[config.mk]
export PLATFORM = sky130hd
export DESIGN_NAME = bcd2bin
export DESIGN_NICKNAME = d
export VERILOG_FILES = /design/src/rtl/bcd2bin.sv
export SDC_FILE = /design/constraint.sdc
export NUM_CORES = 1
export LEC_CHECK = 0
export CORE_MARGIN = 1.5
export CORE_UTILIZATION = 50
export CTS_CLUSTER_DIAMETER = 40
export DETAILED_ROUTE_END_ITERATION = 8
export GPL_TIMING_DRIVEN = 0
export PLACE_DENSITY = 0.76
export SYNTH_ARGS = -nofsm -noshare
export SYNTH_HDL_FRONTEND = slang
export SYNTH_SLANG_ARGS = --single-unit
[constraint.sdc]
create_clock -name clk -period 3.05 [get_ports clk]
set_input_delay 0.4575 -clock clk [delete_from_list [all_inputs] [get_ports clk]]
set_output_delay 0.4575 -clock clk [all_outputs]
set_load 0.03 [all_outputs]
[src/rtl/bcd2bin.sv]
// Pipelined signed-BCD to two's-complement converter, fixed 4-cycle latency, no backpressure.
// Optional feature: define BCD2BIN_SAT_EN to saturate out-of-range magnitudes to +/-1023.
module bcd2bin (
  input  logic        clk,
  input  logic        rst,
  input  logic [16:0] bcd,
  input  logic        bcd_vld,
  output logic [10:0] bin,
  output logic        bin_vld,
  output logic        bin_err
);

  localparam int unsigned DigW  = 4;
  localparam int unsigned HiW   = 11;
  localparam int unsigned LoW   = 7;
  localparam int unsigned BinW  = 11;
  localparam int unsigned StgN  = 4;
  localparam logic [BinW-1:0] MagMax = BinW'(1023);

  logic [StgN-1:0] vld_q, vld_d;

  // S1: capture sign/digits and flag non-decimal digits or nonzero pad
  logic            s1_sign_q, s1_th_q, s1_err_q, s1_err_d;
  logic [DigW-1:0] s1_hu_q, s1_te_q, s1_on_q;

  // S2: partial products
  logic            s2_sign_q, s2_err_q;
  logic [HiW-1:0]  s2_phi_q, s2_phi_d;
  logic [LoW-1:0]  s2_plo_q, s2_plo_d;

  // S3: magnitude sum, then range check
  logic            s3_sign_q, s3_err_q;
  logic [HiW-1:0]  s3_mag_q, s3_mag_d;
  logic            s4_sign_q, s4_err_q, s4_ovf_q, s4_ovf_d;
  logic [HiW-1:0]  s4_mag_q;

  logic [BinW-1:0] bin_d;
  logic            bin_err_d;

  always_comb begin
    vld_d    = {vld_q[StgN-2:0], bcd_vld};
    s1_err_d = (bcd[11:8] > DigW'(9)) || (bcd[7:4] > DigW'(9)) ||
               (bcd[3:0] > DigW'(9))  || (bcd[15:13] != 3'b000);
  end

  // Shift-add only: 100x = 64x+32x+4x, 10x = 8x+2x
  always_comb begin
    logic [HiW-1:0] hu_w;
    logic [LoW-1:0] te_w;
    hu_w     = HiW'(s1_hu_q);
    te_w     = LoW'(s1_te_q);
    s2_phi_d = (s1_th_q ? HiW'(1000) : HiW'(0)) + (hu_w << 6) + (hu_w << 5) + (hu_w << 2);
    s2_plo_d = (te_w << 3) + (te_w << 1) + LoW'(s1_on_q);
  end

  always_comb begin
    s3_mag_d = s2_phi_q + HiW'(s2_plo_q);
    s4_ovf_d = s3_mag_q > MagMax;
  end

  // Output select: digit errors take precedence over range overflow
  always_comb begin
    bin_d     = '0;
    bin_err_d = 1'b0;
    if (s4_err_q) begin
      bin_d     = '0;
      bin_err_d = 1'b1;
    end else if (s4_ovf_q) begin
      bin_err_d = 1'b1;
`ifdef BCD2BIN_SAT_EN
      bin_d     = s4_sign_q ? BinW'(11'h401) : BinW'(11'h3FF);
`else
      bin_d     = '0;
`endif
    end else if (s4_sign_q) begin
      bin_d = (~{1'b0, s4_mag_q[9:0]}) + BinW'(1);
    end else begin
      bin_d = {1'b0, s4_mag_q[9:0]};
    end
  end

  always_ff @(posedge clk) begin
    if (rst) begin
      vld_q     <= '0;
      s1_sign_q <= 1'b0;
      s1_th_q   <= 1'b0;
      s1_err_q  <= 1'b0;
      s1_hu_q   <= '0;
      s1_te_q   <= '0;
      s1_on_q   <= '0;
      s2_sign_q <= 1'b0;
      s2_err_q  <= 1'b0;
      s2_phi_q  <= '0;
      s2_plo_q  <= '0;
      s3_sign_q <= 1'b0;
      s3_err_q  <= 1'b0;
      s3_mag_q  <= '0;
      s4_sign_q <= 1'b0;
      s4_err_q  <= 1'b0;
      s4_ovf_q  <= 1'b0;
      s4_mag_q  <= '0;
      bin       <= '0;
      bin_err   <= 1'b0;
      bin_vld   <= 1'b0;
    end else begin
      vld_q   <= vld_d;
      bin_vld <= vld_q[3];
      if (bcd_vld) begin
        s1_sign_q <= bcd[16];
        s1_th_q   <= bcd[12];
        s1_hu_q   <= bcd[11:8];
        s1_te_q   <= bcd[7:4];
        s1_on_q   <= bcd[3:0];
        s1_err_q  <= s1_err_d;
      end
      if (vld_q[0]) begin
        s2_sign_q <= s1_sign_q;
        s2_err_q  <= s1_err_q;
        s2_phi_q  <= s2_phi_d;
        s2_plo_q  <= s2_plo_d;
      end
      if (vld_q[1]) begin
        s3_sign_q <= s2_sign_q;
        s3_err_q  <= s2_err_q;
        s3_mag_q  <= s3_mag_d;
      end
      if (vld_q[2]) begin
        s4_sign_q <= s3_sign_q;
        s4_err_q  <= s3_err_q;
        s4_ovf_q  <= s4_ovf_d;
        s4_mag_q  <= s3_mag_q;
      end
      if (vld_q[3]) begin
        bin     <= bin_d;
        bin_err <= bin_err_d;
      end
    end
  end

endmodule

==> results.sh <==
export IMPL_cts_htree_levels=3
export IMPL_grt_pass1_wl_microns=12900
export IMPL_ir_drop_mv=0.313
export IMPL_yosysUniqueCellTypes=50
export IMPL_tns_ps=0
export IMPL_std_cell_rows=31
export IMPL_numCtsBuffers=9
export IMPL_drive_above_1_share_pct=6.68
export IMPL_finalPower_uw=2130
export IMPL_whs_ps=466
export IMPL_power_density_nw_per_um2=492
export IMPL_area_growth_pct=17.9
export IMPL_root_buffer="clkbuf_8"
export IMPL_syn_area_sq_um=3670
export IMPL_max_freq_ghz=0.435
export IMPL_initial_core_util_pct=51.2
export IMPL_rsz0062_at_grt="false"
export IMPL_worstPathArrival_ps=2580
export IMPL_core_area_sq_um=7180
export IMPL_skew_ps=12.5
export IMPL_dp_hpwl_microns=5800
export IMPL_synth_cells=372
export IMPL_wl_met2_microns=3880
export IMPL_final_nets=463
export IMPL_top_layer_used="met4"
export IMPL_crit_fanout=8
export IMPL_syn_nets=421
export IMPL_cts_repair_resized=0
export IMPL_postCtsSetupBuffers=0
export IMPL_portBuffers=31
export IMPL_path_clk_slew_ps=80
export IMPL_fillers=623
export IMPL_postSynth_asyncResetShare_pct=0
export IMPL_yosysSeqAreaShare_pct=41.4
export IMPL_tightest_slew_ps=632
export IMPL_grt_ovfl_total=0
export IMPL_synth_warning_count=0
export IMPL_status="completed"
export IMPL_slew_violations=0
export IMPL_syn_avg_cell_area_sq_um=9.88
export IMPL_synth_seq_cells=76
export IMPL_place_gp_congestion=0.852
export IMPL_cts_path_max_buffers=2
export IMPL_synth_edf_count=0
export IMPL_fp_dieW_microns=88.7
export IMPL_drt_iter0_markers=99
export IMPL_hold_path_class="flip-flop to flip-flop"
export IMPL_drc=0
export IMPL_grt_pass1_vias=2765
export IMPL_r2r_slack_ps=750
export IMPL_p_leak_uw=0.00176
export IMPL_start_kind="flip-flop"
export IMPL_drt_total_wl_microns=7730
export IMPL_period_needed_ps=2300
export IMPL_via_per_inst=5.53
export IMPL_ios=33
export IMPL_multi_input_area_sq_um=2010
export IMPL_place_area_sq_um=4110
export IMPL_finalCritPeriodShare_pct=75.4
export IMPL_cts_tree="yes"
export IMPL_antenna_diode_count=0
export IMPL_drv_cap=0
export IMPL_routedWlPerCell_microns=14.9
export IMPL_met1_length_microns=3460
export IMPL_vias=2862
export IMPL_finalSetupViolCount=0
export IMPL_die_h_microns=88.7
export IMPL_clkLatencyLatePin_ps=340
export IMPL_ant_nets=0
export IMPL_post_route_cell_area_sq_um=4330
export IMPL_utilization_pct=60.4
export IMPL_cts_sinks=76
export IMPL_critPathCaptureType="flip-flop"
export IMPL_critPathKind="flip-flop to flip-flop"
export IMPL_die_area_sq_um=7870
export IMPL_register_area_sq_um=1520
export IMPL_grt_usage_pct=21.2
export IMPL_hold_violations=0
export IMPL_wl_met3_microns=250
export IMPL_grt_max_degree=14
export IMPL_cts_hold_buf=0
export IMPL_antenna_found_initial=0
export IMPL_drt_pre_antenna_iters=4
export IMPL_critPathRequiredTime_ps=3330
export IMPL_relSlewSlack_pct=57.9
export IMPL_synth_flop_cell="dfxtp_1"
## cells in the final DEF (no fill, tap or decap), drive strengths merged, types with 6 or more instances in the layout
master,n
nand2,7
clkbuf,18
buf,13
mux2i,45
ha,21
xor2,6
nor2,61
inv,17
a21o,6
clkdlybuf4s50,31
fa,8
xnor2,6
a21oi,9
o21ai,10
a211oi,9
dfxtp,76
## per-stage QoR
stage	setup slack (ps)	instances
floorplan	929	372
global placement	701	502
detailed placement	707	502
CTS	729	518
global route	606	518
finish	750	518
## cells in the mapped netlist, drive strengths merged, types with 6 or more instances
library cell,count,area share (%)
a211oi,9,1.8
a21o,6,1.2
a21oi,9,1.2
buf,13,1.5
clkbuf,7,0.72
dfxtp,76,41
fa,8,4.4
ha,21,7.2
inv,16,1.6
mux2i,45,12
nand2,7,0.72
nor2,61,6.2
o21ai,10,1.4
xnor2,6,1.4
xor2,6,1.4
## path summary, 6_finish.rpt
check              startpoint      endpoint  depth (start not counted)
setup / recovery      s1_th_q  s2_phi_q[10]                          6
hold / removal    s3_mag_q[6]   s3_mag_q[6]                          2
setup reg to reg      s1_th_q  s2_phi_q[10]                          6
hold reg to reg   s3_mag_q[6]   s3_mag_q[6]                          2
## state kept, by name (all words and copies together) (netlist names), 4 cells and up
name	flops
bin	11
s3_mag_q	11
s4_mag_q	10
s2_phi_q	9
s2_plo_q	7
s1_hu_q	4
s1_on_q	4
s1_te_q	4
vld_q	4
## cells by family after synthesis
kind of cell | count (synthesis) | share of synthesized area [%]
buf+inv | 36 | 3.81
fa+ha+maj | 29 | 11.5
mux | 45 | 12.3
flops | 76 | 41.4
simple gates | 107 | 14.5
xor+xnor | 12 | 2.86
compound gates | 67 | 13.7
## critical path, stage by stage, from the launching register on
cell,delay [ps]
dfxtp_1,590
fa_1,480
ha_1,370
a21o_1,160
a211oi_1,90
or4_1,470
nand3_1,90
## report_power, final
part / switching [uW] / leakage (uW) / total [uW] / internal, uW
clock: 372 / 0.000106 / 858 / 487
combinational: 121 / 0.00104 / 224 / 103
sequential: 29.3 / 0.000618 / 1050 / 1020
## layer usage
layer  global-route usage, %  vias up
met5                       0        -
met4                    7.24        0
met3                    3.64       23
met2                    38.3       74
met1                    25.4     1356
li1                        -     1409
## area by class of cell
class	instances	area share, %
Multi-Input combinational cell	260	46.4
Sequential cell	76	35.1
Timing Repair Buffer	31	7.16
Clock buffer	11	3.26
Tap cell	99	2.86
Clock inverter	5	1.93
Buffer	20	1.85
Inverter	16	1.39
No activity file was read; power rests on OpenSTA's default activity.
==> RTL edit: new RTL, same flow settings <==
Change the localparam `HiW` from 11 to 10.
--- a/src/rtl/bcd2bin.sv
+++ b/src/rtl/bcd2bin.sv
@@ -13,3 +13,3 @@
   localparam int unsigned DigW  = 4;
-  localparam int unsigned HiW   = 11;
+  localparam int unsigned HiW   = 10;
   localparam int unsigned LoW   = 7;
Formal check against the unedited RTL: not equivalent (Yosys sat finds a counterexample within 10 cycles, from zero or initial values and one cycle with rst high).
==> RTL edit against the original RTL <==
  * Sequential cell count shrank 3
  * Maximum frequency shrank 7.8%
  * Combinational power shrank 8%
  * Design area shrank 5.9%
  * Synthesized area shrank 5.3%
  * Critical path type unchanged
  * Setup slack lost 200 ps
  * Routed wire length shrank 9.8%
  * Total power shrank 8.6%
==> RTL edit: results (changes against the original RTL) <==
Status - finished clean (unchanged)
Largest net degree at the start of global routing - 13 (was 14)
First-pass GRT wire length - 11.5 mm (was 12.9 mm)
GR Util All Layers - 20.0% (was 21.2%)
Tcrit/Tclk final - 81.8% (was 75.4%)
Total Nets Final - 444 (was 463)
Hold endpoint - bin[4]$_SDFFE_PP0P_ (was s3_mag_q[6]$_SDFFE_PP0P_)
LEAKAGE - 1.64 nW (was 1.76 nW)
Setup Fix Bufs, Post-CTS - 0 (unchanged)
1st-pass router iterations - 4 (unchanged)
Fin. max-slew vios - 0 (unchanged)
Worst-path clk slew - 80 ps (about the same)
Terminus of the critical flop-to-flop path - s2_phi_q[9]$_SDFFE_PP0P_ (was s2_phi_q[10]$_SDFFE_PP0P_)
Largest fanout on the critical path - 7 (was 8)
M3 GR Usage - 6.76% (was 3.64%)
Slew margin rel. - 55.5% (was 57.9%)
Hold_ws - 463 ps (was 466 ps)
Hold_sp - bin[4]$_SDFFE_PP0P_ (was s3_mag_q[6]$_SDFFE_PP0P_)
Registers with the most flip-flops - bin (11), s3_mag_q (10), s4_mag_q (10) (was bin (11), s3_mag_q (11), s4_mag_q (10))
Number of global-route vias before repair - 2,512 (was 2,765)
Clock latency on the worst-skew pair - 360 ps (was 340 ps)
DP Worst Slack - 483 ps (was 707 ps)
DP HPWL - 5.25 mm (was 5.80 mm)
Internal power - 1.46 mW (was 1.61 mW)
Clock skew - 8.21 ps (was 12.5 ps)
GP Congestion - 0.817 (was 0.852)
Syn_nets - 402 (was 421)
Avg Vias per Cell - 5.51 (was 5.53)
DRT Wirelength - 6.97 mm (was 7.73 mm)
Post-synth top cells - dfxtp_1 (73), nor2_1 (58), mux2i_1 (45) (was dfxtp_1 (76), nor2_1 (61), mux2i_1 (45))
Register area share after synthesis - 42.0% (was 41.4%)
Metal2 WL - 3.50 mm (was 3.88 mm)
Drt initial violations - 90 (was 99)
Top cells by area, synth - dfxtp_1 (42%), mux2i_1 (13%), ha_1 (6.8%) (was dfxtp_1 (41%), mux2i_1 (12%), ha_1 (7.2%))
TritonCTS buffer count - 9 (unchanged)
Met2 Use GR - 35.2% (was 38.3%)
WL met3 - 254 um (was 250 um)
VDD IR max - 0.335 mV (was 0.313 mV)
Post-Route M1 WL - 3.10 mm (was 3.46 mm)
M1 GR Usage - 22.3% (was 25.4%)
Layout cells sized above 1 - 4.49% (was 6.68%)
Netlist cell types - 53 (was 50)
Crit path DAT - 2730 ps (was 2580 ps)
RTL edit: cell types whose count changed after synthesis, moves of 3 or more:
cell,unedited run,this run
o21ai_0,10,7
nor4_1,3,0
nand2b_1,5,9
nor2_1,61,58
a211oi_1,9,5
buf_2,4,1
nor3b_1,1,4
buf_1,9,5
dfxtp_1,76,73
and4_1,4,0
clkbuf_1,7,12
RTL edit: logic make-up (layout without fill, tap and decap cells):
kind of cell / Yosys count / in the layout / synth area share, %
DFF: 73 / 73 / 42.0
and+or+nand+nor: 104 / 104 / 14.6
xor gates and xnor gates: 13 / 13 / 3.27
muxes: 45 / 45 / 12.9
AOI/OAI and AO/OA: 58 / 58 / 11.8
adders and majority gates: 27 / 27 / 11.4
buffers and inverters: 35 / 81 / 4.03
RTL edit: final cells by class:
type                            instances  area [um2]
Tap cell                               80         100
Clock inverter                          4        55.1
Buffer                                 19        80.1
Fill cell                             594        2680
Timing Repair Buffer                   31         310
Inverter                               16        60.1
Sequential cell                        73        1460
Clock buffer                           11         131
Multi-Input combinational cell        247        1880
RTL edit: worst max-delay path, stage by stage (launching register included):
cell and delay [ps]:
dfxtp_1 570, fa_1 490, ha_1 350, a31oi_1 270, o21ai_0 160, nor4bb_1 160, or3_1 370
RTL edit: power by group through the flow:
stage / clock (mW) / combinational (mW) / sequential [mW]
finish: 0.736 / 0.205 / 1.01
global route: 0.782 / 0.229 / 1.01
CTS: 0.744 / 0.206 / 1.01
detailed placement: 0 / 0.204 / 1.03
global placement: 0 / 0.196 / 1.03
floorplan: 0 / 0.142 / 1.02
RTL edit: through the flow:
stage,area (um2),utilization (%),cells
global placement,3890,57.6,466
detailed placement,3890,57.6,466
global route,4080,60.4,481
CTS,4080,60.4,481
finish,4080,60.4,481
floorplan,3480,-,355
